<file path="config.mk">
export PLATFORM = sky130hd
export DESIGN_NAME = ps_swallow_ctrl
export DESIGN_NICKNAME = d
export VERILOG_FILES = /design/src/rtl/ps_swallow_ctrl.sv
export SDC_FILE = /design/constraint.sdc
export NUM_CORES = 1
export LEC_CHECK = 0
export ABC_AREA = 1
export ABC_CLOCK_PERIOD_IN_PS = 1420
export CORE_UTILIZATION = 47
export CTS_CLUSTER_DIAMETER = 80
export DETAILED_ROUTE_END_ITERATION = 8
export GPL_ROUTABILITY_DRIVEN = 0
export HOLD_SLACK_MARGIN = 0.1
export PLACE_DENSITY = 0.76
export SLEW_MARGIN = 20
export SYNTH_ARGS = -nofsm -noshare
export SYNTH_HDL_FRONTEND = slang
export SYNTH_SLANG_ARGS = --single-unit
</file>
<file path="constraint.sdc">
create_clock -name Fin -period 1.42 [get_ports Fin]
set_input_delay 0.426 -clock Fin [delete_from_list [all_inputs] [get_ports Fin]]
set_output_delay 0.426 -clock Fin [all_outputs]
set_load 0.005 [all_outputs]
</file>
<file path="src/rtl/ps_swallow_ctrl.sv">
// ps_swallow_ctrl: synchronous programmable P/S counter pair that drives the
// modulus control of a dual-modulus (N/N+1) prescaler. It runs on the prescaler
// output Fin and gives a total divide ratio of N*P_eff + S_eff.
//
// Optional feature macro: DUTY50_EN
//   undefined (default): Fout is a one-cycle pulse at the first cycle of each frame
//   defined            : Fout stays high for the first ceil(P_eff/2) cycles of each frame
module ps_swallow_ctrl #(
  parameter int WIDTH   = 5,
  parameter int S_WIDTH = 4
) (
  input  logic               Fin,
  input  logic               rst_n,
  input  logic               en,
  input  logic [WIDTH-1:0]   Pi,
  input  logic [S_WIDTH-1:0] Si,
  output logic               MC,
  output logic               LDo,
  output logic               Fout,
  output logic               err
);

  // The S counter is loaded from Si, which may never exceed the P range.
  if (S_WIDTH > WIDTH) begin : gWidthCheck
    $error("ps_swallow_ctrl: S_WIDTH must not exceed WIDTH");
  end

  typedef enum logic {
    IDLE,
    RUN
  } state_e;

  state_e             state_q, state_d;
  logic [WIDTH-1:0]   pCnt_q, pCnt_d;
  logic [S_WIDTH-1:0] sCnt_q, sCnt_d;
  logic               mc_q, mc_d;
  logic               ldo_q, ldo_d;
  logic               fout_q, fout_d;
  logic               err_q, err_d;

  logic [WIDTH-1:0]   pEff;
  logic [WIDTH-1:0]   siExt;
  logic [WIDTH-1:0]   sEff;
  logic               clampHit;
  logic               doLoad;

`ifdef DUTY50_EN
  // Fout stays high while the P counter is at or above floor(P_eff/2),
  // which is the same as cycle index c < ceil(P_eff/2).
  logic [WIDTH-1:0]   half_q, half_d;
`endif

  // Clamp the incoming frame values into range and flag any clamping.
  always_comb begin
    pEff     = (Pi < WIDTH'(2)) ? WIDTH'(2) : Pi;
    siExt    = WIDTH'(Si);
    sEff     = (siExt > pEff) ? pEff : siExt;
    clampHit = (Pi < WIDTH'(2)) | (siExt > pEff);
  end

  // Next-state logic: a load happens on the first enabled edge out of IDLE
  // and on the enabled edge that ends the last cycle of every frame.
  // sCnt holds the number of MC-high cycles still to go, including the
  // current one, so MC is simply "sCnt is non-zero" after each update.
  always_comb begin
    state_d = state_q;
    pCnt_d  = pCnt_q;
    sCnt_d  = sCnt_q;
    mc_d    = mc_q;
    ldo_d   = ldo_q;
    fout_d  = fout_q;
    err_d   = err_q;
`ifdef DUTY50_EN
    half_d  = half_q;
`endif
    doLoad  = en && ((state_q == IDLE) || (pCnt_q == '0));

    if (en) begin
      if (doLoad) begin
        state_d = RUN;
        pCnt_d  = pEff - WIDTH'(1);
        sCnt_d  = S_WIDTH'(sEff);
        mc_d    = (sEff != '0);
        ldo_d   = (pCnt_d == '0);
        fout_d  = 1'b1;
        err_d   = err_q | clampHit;
`ifdef DUTY50_EN
        half_d  = pEff >> 1;
`endif
      end else begin
        pCnt_d  = pCnt_q - WIDTH'(1);
        sCnt_d  = (sCnt_q == '0) ? '0 : (sCnt_q - S_WIDTH'(1));
        mc_d    = (sCnt_d != '0);
        ldo_d   = (pCnt_d == '0);
`ifdef DUTY50_EN
        fout_d  = (pCnt_d >= half_q);
`else
        fout_d  = 1'b0;
`endif
      end
    end
  end

  // State and output registers; reset aborts any frame in progress.
  always_ff @(posedge Fin or negedge rst_n) begin
    if (!rst_n) begin
      state_q <= IDLE;
      pCnt_q  <= '0;
      sCnt_q  <= '0;
      mc_q    <= 1'b0;
      ldo_q   <= 1'b0;
      fout_q  <= 1'b0;
      err_q   <= 1'b0;
    end else begin
      state_q <= state_d;
      pCnt_q  <= pCnt_d;
      sCnt_q  <= sCnt_d;
      mc_q    <= mc_d;
      ldo_q   <= ldo_d;
      fout_q  <= fout_d;
      err_q   <= err_d;
    end
  end

`ifdef DUTY50_EN
  // Duty threshold captured at every load.
  always_ff @(posedge Fin or negedge rst_n) begin
    if (!rst_n) begin
      half_q <= '0;
    end else begin
      half_q <= half_d;
    end
  end
`endif

  assign MC   = mc_q;
  assign LDo  = ldo_q;
  assign Fout = fout_q;
  assign err  = err_q;

endmodule

</file>
==> flow_metrics.py, run 1 <==
metrics = {
    "outcome": {
        "outcome": "stopped before the end",
        "haltStage": "5_1_grt",
        "error_line": "[ERROR DPL-0033] detailed placement checks failed during check placement.",
    },
    "synthesis": {
        "yosys_warnings": 0,
        "synth.cell_area_um2": 1050,
        "postSynthAreaPerCell_um2": 7.82,
        "synth_seq_cells": 14,
        "synth_fp_nets": 152,
        "yosysSeqAreaShare": 0.334,
        "ys_types": 31,
        "synth_cells": 134,
    },
    "sta": {
        "worstEndpointType": "sequential cell input",
        "postGrtWorstEndpoint": "MC$_DFFE_PN0P_/D",
    },
    "place": {
        "portBuffers": 15,
        "dp_cells": 205,
        "place_hpwl_um": 2170,
    },
    "grt": {
        "grt_max_degree": 15,
        "antenna_found_initial": 0,
    },
    "clock_network": {
        "cts_hold_buf": 0,
        "cts_buffer_depth": 2,
        "h-tree-depth": 1,
        "cts_buffers": 3,
        "cts_sinks": 14,
        "root_buffer": "clkbuf_4",
    },
    "die": {
        "dieWidth_um": 49.2,
        "row_count": 16,
        "initial_core_util": 0.519,
        "io_pins": 16,
        "die_y_um": 49.2,
    },
}
[synth_stat cells, drive strengths merged]
master | n | area share
o211ai | 2 | 0.014
inv | 19 | 0.068
o221ai | 3 | 0.025
nor3 | 3 | 0.019
xor2 | 2 | 0.017
nand2 | 30 | 0.13
clkbuf | 1 | 0.0036
o31ai | 1 | 0.0072
o21ai | 9 | 0.043
nor2 | 13 | 0.068
nand3 | 12 | 0.067
ha | 6 | 0.072
o21bai | 1 | 0.0072
a21oi | 7 | 0.041
nand4 | 4 | 0.036
o22a | 1 | 0.0084
xnor2 | 2 | 0.017
or2 | 2 | 0.012
buf | 2 | 0.016
dfrtp | 14 | 0.33
[through the flow]
step	utilization	hold WS, ns	setup WS, ns	TNS [ns]	area, um^2
3_5_place_dp	0.770	0.467	-0.944	-9.40	1560
2_1_floorplan	-	0.130	-0.171	-0.730	1150
4_1_cts	0.916	0.444	-0.123	-0.499	1850
3_3_place_gp	0.770	0.457	-0.852	-8.68	1560
[cells by family after synthesis]
family | share of synthesized area
fa+ha+maj | 0.0716
buf+inv | 0.0871
simple gates | 0.328
flops | 0.334
xor+xnor | 0.0334
compound gates | 0.146
[repair_timing]
action,CTS
cloned,0
setup endpoints to repair,16
pin swaps,24
hold endpoints to repair,0
setup buffers,19
gates resized for setup,69
==> run 2, diff against run 1 <==
Settings changed: ABC_CLOCK_PERIOD_IN_PS 1420 to 1800, CORE_AREA set to 2 2 63 65, CORE_UTILIZATION 47 to unset, CTS_CLUSTER_DIAMETER 80 to unset, DIE_AREA set to 0 0 65 67, HOLD_SLACK_MARGIN 0.1 to unset, PLACE_DENSITY 0.76 to unset, PLACE_DENSITY_LB_ADDON set to 0.15.
Clock period 1.42 ns to 1.8 ns, I/O delays scaled along.
==> flow_metrics.py, run 2 <==
metrics = {
    "outcome": {
        "outcome": "completed",
    },
    "sta": {
        "post-route-period-util": 0.966,
        "maxSlewHeadroom": 0.835,
        "fmax_mhz": 575,
        "setup_viol_count_final": 0,
        "fin_hold_ws_ns": 0.481,
        "slew_violations": 0,
        "min_period_ns": 1.74,
        "fin_worst_skew_ns": 0.00408,
        "tightestPinTransition_ns": 0.245,
        "hold_viol": 0,
    },
    "die": {
        "row_count": 22,
        "core_area_um2": 3610,
        "die_y_um": 67,
        "die_area_um2": 4360,
        "initial_core_util": 0.291,
        "dieWidth_um": 65,
        "io_pins": 16,
    },
    "synthesis": {
        "synthFlopType": "dfrtp_1",
        "postSynthAreaPerCell_um2": 7.82,
        "synth_area_leaders": "dfrtp_1, nand2_1, ha_1, inv_1, nand3_1",
        "synth_cells": 134,
        "synth_most_common_cell": "nand2_1",
        "synth_top_area_frac": 0.334,
        "ys_types": 31,
        "synthArstFlopShare": 1.00,
        "yosysSeqAreaShare": 0.334,
        "synthTopCellsByCount": "nand2_1, inv_1, dfrtp_1",
        "yosys_warnings": 0,
        "yosysTopAreaCell": "dfrtp_1",
        "synth_fp_nets": 152,
        "synth_enable_flop_cells": 0,
        "synth_seq_cells": 14,
        "synth.cell_area_um2": 1050,
    },
    "final_layout": {
        "final_cell_mix": "buf_4, nand2_1, dfrtp_1",
        "nFillCells": 358,
        "drive_above_1_share": 0.509,
        "top_register": "pCnt_q",
        "layout_commonest_cell": "buf_4",
        "nets": 195,
        "multi_input_area_um2": 785,
        "largest_register_ffs": 5,
        "diodes": 0,
        "regArea_um2": 350,
        "top_regs": "pCnt_q: 5 flops, sCnt_q: 4 flops",
        "area_growth_pct": 55.8,
    },
    "drt": {
        "drtIter0Drc": 46,
        "drc_errors": 0,
        "vias": 1020,
        "ant_nets": 0,
        "dr.pass1.iters": 4,
        "post_drt_wl_per_cell_um": 12.4,
        "routed_wl_um": 2770,
        "via_per_inst": 4.57,
    },
    "grt": {
        "grt_max_degree": 15,
        "gr-usage-all-layers": 0.145,
        "overflow": 0,
        "antenna_found_initial": 0,
        "grt_pass1_vias": 1057,
        "grt_pass1_wl_um": 4770,
    },
    "critical_path": {
        "end_kind": "register",
        "max_stage_delay_ns": 0.27,
        "critPathRequiredTime_ns": 1.93,
        "path_class": "input port to register",
        "path_delay_family": "simple AND/OR/NAND/NOR gates",
        "rr_endpoint": "pCnt_q[4]",
        "cp.arrival_ns": 1.87,
        "crit_slowest_cell": "ha_4",
        "worst-path-buf-inv": 2,
        "ff2ff_path_depth": 10,
        "cp_max_fo": 7,
        "r2r-start": "pCnt_q[1]",
        "crit_chain": "buf_4 -> nor2_4 -> nand2_2 -> inv_2 -> nor2_4 -> ha_4 -> nand4_4 -> nand2_4 -> nand2_2 -> nand2_2 -> nand3_2 -> nand2_2 -> a21oi_2",
        "cp-start-kind": "input port",
        "ff2ff_setup_slack_ns": 0.16,
        "crit_top_cell": "nand2_2",
    },
    "clock_network": {
        "clkTransAtPathRegs_ns": 0.06,
        "cts_hold_buf": 0,
        "insertion_delay_ns": 0.24,
        "cts_tree": "built",
        "cts_buffers": 3,
        "cts_sinks": 14,
        "h-tree-depth": 1,
        "cts_buffer_depth": 2,
        "root_buffer": "clkbuf_8",
    },
    "power": {
        "p_per_area_nw_per_um2": 1050,
        "finalPower_mw": 1.71,
        "p_leak_nw": 0.740,
        "ir_worst_vdd_v": 0.000298,
    },
    "worst_hold_path": {
        "hold_path.startpoint": "Fout",
        "min_to": "Fout",
        "min_delay_path_depth": 2,
        "hold_class": "register to register",
    },
    "run": {
        "cap_violations": 0,
    },
    "place": {
        "place_hpwl_um": 2130,
        "portBuffers": 15,
    },
}
==> run 2: worst max path at each step <==
stage,startpoint,endpoint,slack (ns),depth (start not counted)
3_3_place_gp,Pi[3],MC,-0.59,13
4_1_cts,Si[3],MC,0.001,12
5_1_grt,Pi[1],MC,-0.02,13
3_5_place_dp,Pi[3],MC,-0.64,13
6_report,Pi[1],MC,0.06,13
2_1_floorplan,Pi[1],MC,0.02,12
==> run 2: metal layers <==
metal  track usage  up-vias  wire length (um)
li1              -      525                 -
met1         0.159      475              1200
met2         0.272       16              1450
met3        0.0186        4                71
met4        0.0745        0                49
met5             0        -                 0
==> run 2: report_power, final <==
group / leakage, nW / internal [mW] / switching, mW / total (mW)
Sequential: 0.168 / 0.455 / 0.104 / 0.559
Combinational: 0.550 / 0.436 / 0.454 / 0.890
Clock: 0.0216 / 0.148 / 0.111 / 0.259
Total: 0.740 / 1.04 / 0.670 / 1.71
==> run 2: area by class of cell <==
type,instances,share of cell area
timing repair buffer,41,0.198
inverter,19,0.0452
tap,48,0.0368
multi-input combinational,98,0.480
clock buffer,3,0.0253
sequential,14,0.214
==> run 2: logic make-up (layout without fill, tap and decap cells) <==
logic type,after synthesis,count (layout),synth area share
and+or+nand+nor,64,64,0.328
adders and majority gates,6,6,0.0716
xor gates and xnor gates,4,4,0.0334
AOI/OAI and AO/OA,24,24,0.146
buffers and inverters,22,63,0.0871
DFF,14,14,0.334
==> run 2: what timing repair did <==
item,in CTS,in global routing
buffers inserted,3,0
endpoints found under the setup margin,11,7
pin swaps,12,19
gates resized for setup,26,38
endpoints found under the hold margin,0,0
==> run 2: worst reg2reg max path, delay by kind of cell, from the launching register on <==
family,cells,cell delay (ns)
buffers and inverters,4,0.35
AND/OR/NAND/NOR,3,0.30
adder cells (fa/ha/maj),1,0.21
AO/OA/AOI/OAI,2,0.26
flip-flops,1,0.40
==> run 2: stage by stage <==
| step | util | cell area (um^2) | setup WS [ns] | TNS, ns | cells |
|---|---|---|---|---|---|
| after floorplan | - | 1060 | 0.0163 | 0 | 134 |
| after global placement | 0.395 | 1420 | -0.589 | -5.08 | 217 |
| after detailed placement | 0.395 | 1420 | -0.635 | -5.34 | 217 |
| after CTS | 0.429 | 1550 | 0.00111 | 0 | 223 |
| after global routing | 0.453 | 1630 | -0.0187 | -0.0275 | 223 |
| final | 0.453 | 1630 | 0.0608 | 0 | 223 |
Note: power is estimated with default switching activity, not from simulation.
